$ cat src/rtl/fetch_pc_ctrl.sv
// IF-stage PC controller: boot, sequential fetch, ID redirects buffered across stalls, flushes.
// Optional FETCH_ALIGN_CHECK_EN builds the misaligned-fetch flag on addr_err.
module fetch_pc_ctrl #(
    parameter int                    ADDR_WIDTH   = 32,
    parameter logic [ADDR_WIDTH-1:0] RESET_VECTOR = 32'hBFC00000
) (
    input  logic                  clk,
    input  logic                  rst,
    input  logic                  stall,
    input  logic                  flush,
    input  logic [ADDR_WIDTH-1:0] exc_pc,
    input  logic                  branch_flag,
    input  logic [ADDR_WIDTH-1:0] branch_addr,
    output logic [ADDR_WIDTH-1:0] pc,
    output logic                  rom_en,
    output logic                  redirect_pending,
    output logic                  addr_err
);

    typedef enum logic [1:0] {
        S_BOOT,
        S_RUN,
        S_HOLD
    } state_t;

    state_t                r_state;
    state_t                w_state_nxt;
    logic [ADDR_WIDTH-1:0] r_pc;
    logic [ADDR_WIDTH-1:0] w_pc_nxt;
    logic                  w_pc_load;
    logic [ADDR_WIDTH-1:0] r_pend;
    logic [ADDR_WIDTH-1:0] w_pend_nxt;
    logic                  r_pending;
    logic                  w_pending_nxt;
    logic                  r_rom_en;

    always_comb begin
        w_state_nxt   = r_state;
        w_pc_nxt      = r_pc;
        w_pc_load     = 1'b0;
        w_pend_nxt    = r_pend;
        w_pending_nxt = r_pending;
        case (r_state)
            S_BOOT: begin
                w_state_nxt = S_RUN;
            end
            S_RUN: begin
                if (flush) begin
                    w_pc_nxt  = exc_pc;
                    w_pc_load = 1'b1;
                end else if (stall && branch_flag) begin
                    w_pend_nxt    = branch_addr;
                    w_pending_nxt = 1'b1;
                    w_state_nxt   = S_HOLD;
                end else if (stall) begin
                    w_pc_load = 1'b0;
                end else if (branch_flag) begin
                    w_pc_nxt  = branch_addr;
                    w_pc_load = 1'b1;
                end else begin
                    w_pc_nxt  = r_pc + ADDR_WIDTH'(4);
                    w_pc_load = 1'b1;
                end
            end
            S_HOLD: begin
                // ID only holds a bubble here, so branch_flag is not looked at
                if (flush) begin
                    w_pc_nxt      = exc_pc;
                    w_pc_load     = 1'b1;
                    w_pending_nxt = 1'b0;
                    w_state_nxt   = S_RUN;
                end else if (!stall) begin
                    w_pc_nxt      = r_pend;
                    w_pc_load     = 1'b1;
                    w_pending_nxt = 1'b0;
                    w_state_nxt   = S_RUN;
                end
            end
            default: begin
                w_state_nxt = S_BOOT;
            end
        endcase
    end

    always_ff @(posedge clk or negedge rst) begin
        if (!rst) begin
            r_state   <= S_BOOT;
            r_pc      <= RESET_VECTOR;
            r_pend    <= '0;
            r_pending <= 1'b0;
            r_rom_en  <= 1'b0;
        end else begin
            r_state   <= w_state_nxt;
            r_pend    <= w_pend_nxt;
            r_pending <= w_pending_nxt;
            r_rom_en  <= (w_state_nxt != S_BOOT);
            if (w_pc_load) begin
                r_pc <= w_pc_nxt;
            end
        end
    end

`ifdef FETCH_ALIGN_CHECK_EN
    logic r_addr_err;

    always_ff @(posedge clk or negedge rst) begin
        if (!rst) begin
            r_addr_err <= 1'b0;
        end else if (w_pc_load) begin
            r_addr_err <= |w_pc_nxt[1:0];
        end
    end

    assign addr_err = r_addr_err;
`else
    assign addr_err = 1'b0;
`endif

    assign pc               = r_pc;
    assign rom_en           = r_rom_en;
    assign redirect_pending = r_pending;

endmodule

$ cat config.mk
export PLATFORM = sky130hd
export DESIGN_NAME = fetch_pc_ctrl
export DESIGN_NICKNAME = d
export VERILOG_FILES = /design/src/rtl/fetch_pc_ctrl.sv
export SDC_FILE = /design/constraint.sdc
export NUM_CORES = 1
export LEC_CHECK = 0
export BUFFER_PORTS_ARGS = -buffer_cell sky130_fd_sc_hd__buf_2
export CORE_MARGIN = 8
export CORE_UTILIZATION = 58
export CTS_CLUSTER_DIAMETER = 60
export DETAILED_ROUTE_END_ITERATION = 10
export PLACE_DENSITY = 0.95
export SYNTH_ARGS = -nofsm -noshare
export SYNTH_HDL_FRONTEND = slang
export SYNTH_SLANG_ARGS = --single-unit
$ cat constraint.sdc
create_clock -name clk -period 4.25 [get_ports clk]
set_clock_uncertainty 0.05 [all_clocks]
set_input_delay 0.2125 -clock clk [delete_from_list [all_inputs] [get_ports clk]]
set_output_delay 0.2125 -clock clk [all_outputs]
set_load 0.02 [all_outputs]
=== After elaboration in Yosys (flattened, before gate mapping) ===
Index checks and enable logic that the tools add are counted.

* Flip-flop bits (word level): 68

* Add/subtract/negate cells: 1
* Equal/unequal tests: 7
* Muxes and demuxes: 22
* Bitwise gates (word level): 1
* Reduce and logical (&&, ||, !) cells: 7

{| class="wikitable"
|+ Operators by type and width
! kind !! number
|-
| 2-to-1 mux 32 bit || 6
|-
| case mux 32 bit (2 select lines) || 1
|-
| adder 32 x 3 -> 32 bit (second input constant) || 1
|-
| != test 3 bit (second input constant) || 3
|-
| 2-to-1 mux 1 bit || 8
|-
| 2-to-1 mux 2 bit || 4
|-
| case mux 2 bit (3 select lines) || 1
|-
| AND reduction 5 bit || 1
|-
| != test 2 bit (second input constant) || 2
|-
| case mux 1 bit (2 select lines) || 2
|-
| AND reduction 4 bit || 1
|-
| nonzero test 2 bit || 2
|-
| AND reduction 3 bit || 1
|-
| == test 2 x 1 -> 1 bit (second input constant) || 1
|-
| == test 2 bit (second input constant) || 1
|-
| zero test 2 bit || 1
|-
| logical AND 1 bit || 1
|-
| inverter 1 bit || 1
|}

=== Depth between registers and ports, before layout ===
* Word-level depth: 6
* Depth in mapped cells: 10
* Mapped depth without buffers: 7

=== Worst setup path before layout ===
OpenSTA, ideal clock, no wires.

* Path kind: flip-flop to flip-flop
* Start: reg r_pc[9], in the netlist pc[9]
* End: reg r_pc[29], in the netlist pc[29]
* Arrival time: 2.111 ns
* Required time: 4.136 ns
* Setup slack: 2.025 ns
* Cell stages (with the launch flop): 6
* Period minus slack after synthesis: 2.225 ns
* Path through: dfrtp_1 > nand3_4 > or4_1 > or3_1 > or4_1 > nand3_1

* Longest elaborated chain between the ends: 6

{| class="wikitable"
|+ RTL lines
! what !! line !! source
|-
| start, declared || 28 || <nowiki>logic [ADDR_WIDTH-1:0] r_pc;</nowiki>
|-
| start signal, assigned || 98 || <nowiki>r_pc <= w_pc_nxt;</nowiki>
|-
| adder 32 x 3 -> 32 bit || 61 || <nowiki>w_pc_nxt = r_pc + ADDR_WIDTH'(4);</nowiki>
|-
| 2-to-1 mux 32 bit || 57 || <nowiki>end else if (branch_flag) begin</nowiki>
|-
| 2-to-1 mux 32 bit || 55 || <nowiki>end else if (stall) begin</nowiki>
|-
| 2-to-1 mux 32 bit || 51 || <nowiki>end else if (stall && branch_flag) begin</nowiki>
|-
| 2-to-1 mux 32 bit || 48 || <nowiki>if (flush) begin</nowiki>
|-
| case mux 32 bit (2 select lines) || 43 || <nowiki>case (r_state)</nowiki>
|}

Every way passes these cells. The select of a mux whose other input is x is not followed.
A chain may end at the register's enable or synchronous reset.

=== Worst setup path in the final report ===
* Start: reg r_state[0]
* End: reg r_pc[29], in the netlist pc[29]

* Longest elaborated chain between the ends: 3

{| class="wikitable"
|+ RTL lines
! what !! line !! source
|-
| start, declared || 26 || <nowiki>state_t r_state;</nowiki>
|-
| start signal, assigned || 93 || <nowiki>r_state <= w_state_nxt;</nowiki>
|-
| == test 2 x 1 -> 1 bit / == test 2 bit (equally long branches) || 43 ||
|-
| != test 3 bit (no source line) (tied with other cells) || -- ||
|-
| AND reduction 5 bit (no source line) || -- ||
|}

Parallel ways exist; a longest one is shown, timed or not.

==> results.yml <==
global_routing:
  overflow: 0
  grt_antenna_before_repair: 0
  grt_max_degree: 69
  gr-usage-all-layers: 0.252
  grt_pass1_vias: 4102
  grt_first_pass_wirelength_um: 20400
worst_setup_path:
  crit_path_start_kind: "register"
  cp_cell_sequence: "inv_1, ha_1, nor2_1, nand3b_1, buf_4, or2_2, or4_1, nand3_1"
  r2r_setup_slack_ns: 1.41
  cp.required_ns: 4.49
  crit_start: "r_state[0]"
  critPathKind: "reg -> reg"
  critPathMaxStageDelay_ns: 0.63
  cp_slowest_cell: "ha_1"
  crit_end: "pc[29]"
  worstPathArrival_ns: 3.07
  ff2ff_path_depth: 8
  end_kind: "register"
  worstReg2RegEnd: "pc[29]"
  cp_max_fo: 25
  r2r-start: "r_state[0]"
timing:
  hold_violations: 0
  setup_ws_ns: 1.41
  holdWs_ns: 0.00969
  fin_setup_tns_ns: 0
  fin_crit_sh: 0.668
  period_needed_ns: 2.84
  fmax_ghz: 0.352
  setup_viol: 0
  final_max_slew_viol_count: 0
  rsz0062_at_grt: "no"
  slew_headroom: 0.298
  worstMarginPinSlew_ns: 1.05
yosys:
  seq_area_frac_synth: 0.416
  synth_edf_count: 0
  syn_inst: 447
  syn-cell-area_sq_um: 4110
  synth_top_area_share: 0.359
  syn_avg_cell_area_sq_um: 9.20
  syn_nets: 522
  yosysUniqueCellTypes: 54
  ys_ff_latch: 68
  yosys.area.top_type: "dfrtp_1"
  synth.top_cells.by_area: "dfrtp_1 36%, mux2_2 8.8%, dfstp_2 5.7%, o21ai_0 4.9%, nand2_1 3.9%"
  dominantRegCellSynth: "dfrtp_1"
  yosys_warnings: 0
  async_flop_share: 1.00
clock_network:
  clk_latency_ns: 0.35
  cts.reportedPaths.clkPinSlew_ns: 0.07
  root_buffer: "clkbuf_8"
  cts_resized: 0
  holdBufCountCts: 0
  htreeDepth: 3
  cts_made_buffers: 9
  cts_setup_buffers: 0
  cts_tree: "done"
  clockBufferDepth: 2
  cts.sinks: 68
cells_and_area:
  stdcell_area_sq_um: 4890
  nets: 611
  fin_util: 0.716
  syn_to_final_growth_pct: 19.0
  drive_gt1_frac: 0.324
  finalNonFillerCells: 636
  diodes: 0
route:
  wl_per_cell_um: 20.2
  via_count: 4247
  drt-pass1-iter-count: 5
  viasPerCell: 6.68
  drc: 0
  ant_nets: 0
  drt-initial-drc-count: 573
  finalWirelength_um: 12800
floorplan:
  dieArea_sq_um: 10000
  die_y_um: 100
  ioPinCount: 104
  fp-row-count: 30
  die_w_um: 100
  start_util: 0.602
  coreArea_sq_um: 6830
min_path:
  hp-class: "in -> async"
placed_design:
  dp_hpwl_um: 9060
  place_area_sq_um: 4680
  gpl.final_weighted_congestion: 0.887
  placed_cells: 621
  portBuffers: 102
  preCtsSetupSlack_ns: 1.49
pwr:
  cellPowerDensity_nw_per_um2: 688
  p_leak_nw: 2.09
  power.total_mw: 3.37
  max-vdd-ir-drop_uv: 393
outcome:
  status: "complete, no violations"
job:
  cap_violations: 0
-- cells by family after synthesis --
| group | after synthesis | synth area share |
|---|---|---|
| xor+xnor | 3 | 0.00639 |
| mux | 37 | 0.0998 |
| fa+ha+maj | 6 | 0.0182 |
| compound gates | 152 | 0.243 |
| other cells | 1 | 0.000912 |
| flops | 68 | 0.416 |
| buf+inv | 41 | 0.0383 |
| simple gates | 139 | 0.177 |
-- cells in the mapped netlist, drive strengths merged (2+ instances only) --
cell,n
o221ai,4
nand2b,4
nand3,26
nor2,19
or4,4
a221oi,9
dfrtp,59
or3,2
ha,6
a32oi,2
clkbuf,26
a311oi,2
nand2,43
nand3b,2
a22oi,6
a221o,6
a31oi,4
dfstp,9
nor4,6
o21ai,40
nor2b,5
nor3,8
a211oi,8
inv,10
a21oi,29
mux2i,5
o31ai,3
xor2,3
mux2,32
a2bb2oi,2
o211ai,12
and4,3
nand4,9
buf,5
o22ai,16
or2,2
o22a,2
and3,3
-- cells in the final DEF, fill, tap and decap left out, types with 7 or more instances in the layout --
cell type,count
buf_2,102
dfrtp_1,59
nand2_1,43
o21ai_0,40
mux2_2,32
a21oi_1,29
nand3_1,24
nor2_1,19
o22ai_1,16
o211ai_1,12
inv_1,10
nand4_1,9
a221oi_1,9
clkbuf_8,9
dfstp_2,9
nor3_1,8
a211oi_1,8
buf_4,7
-- power by group --
group          internal, mW  switching (mW)
Clock                 0.328           0.268
Sequential            0.998           0.342
Combinational         0.572           0.861
-- state kept, by name (all words and copies together) (netlist names) --
| name | flops |
|---|---|
| pc | 32 |
| r_pend | 32 |
| r_state | 2 |
| redirect_pending | 1 |
| rom_en | 1 |
-- per-layer routing --
layer,GRT usage,share of wire,vias to the layer above
li1,-,-,1891
met1,0.333,0.40,2014
met2,0.391,0.47,307
met3,0.0554,0.11,35
met4,0.0988,0.019,0
met5,0,0,-
-- critical path, delay by kind of cell, from the launching register on --
kind                     cells  cell delay (ns)
AND/OR/NAND/NOR              5             1.32
adder cells (fa/ha/maj)      1             0.63
flip-flops                   1             0.45
buffers and inverters        2             0.35
-- worst min-delay path by stage --
stage	slack, ns	endpoint	depth (start not counted)	from
after CTS	0.05	r_pend[26]	2	rst
after global placement	0.41	rom_en	2	rst
after global routing	0.05	r_pend[24]	2	branch_addr[24]
final	0.01	rom_en	2	rst
after floorplan	-0.13	pc[0]	0	rst
after detailed placement	0.42	redirect_pending	2	rst
-- final cells by class --
| class | instances | area, sq um |
|---|---|---|
| fillers | 541 | 1940 |
| flip-flops and latches | 68 | 1710 |
| repair buffers | 109 | 563 |
| inverters | 10 | 37.5 |
| well taps | 96 | 120 |
| clock inverters | 6 | 88.8 |
| clock buffers | 9 | 124 |
| multi-input cells | 338 | 2250 |
Power figures use the tool's default switching activity.
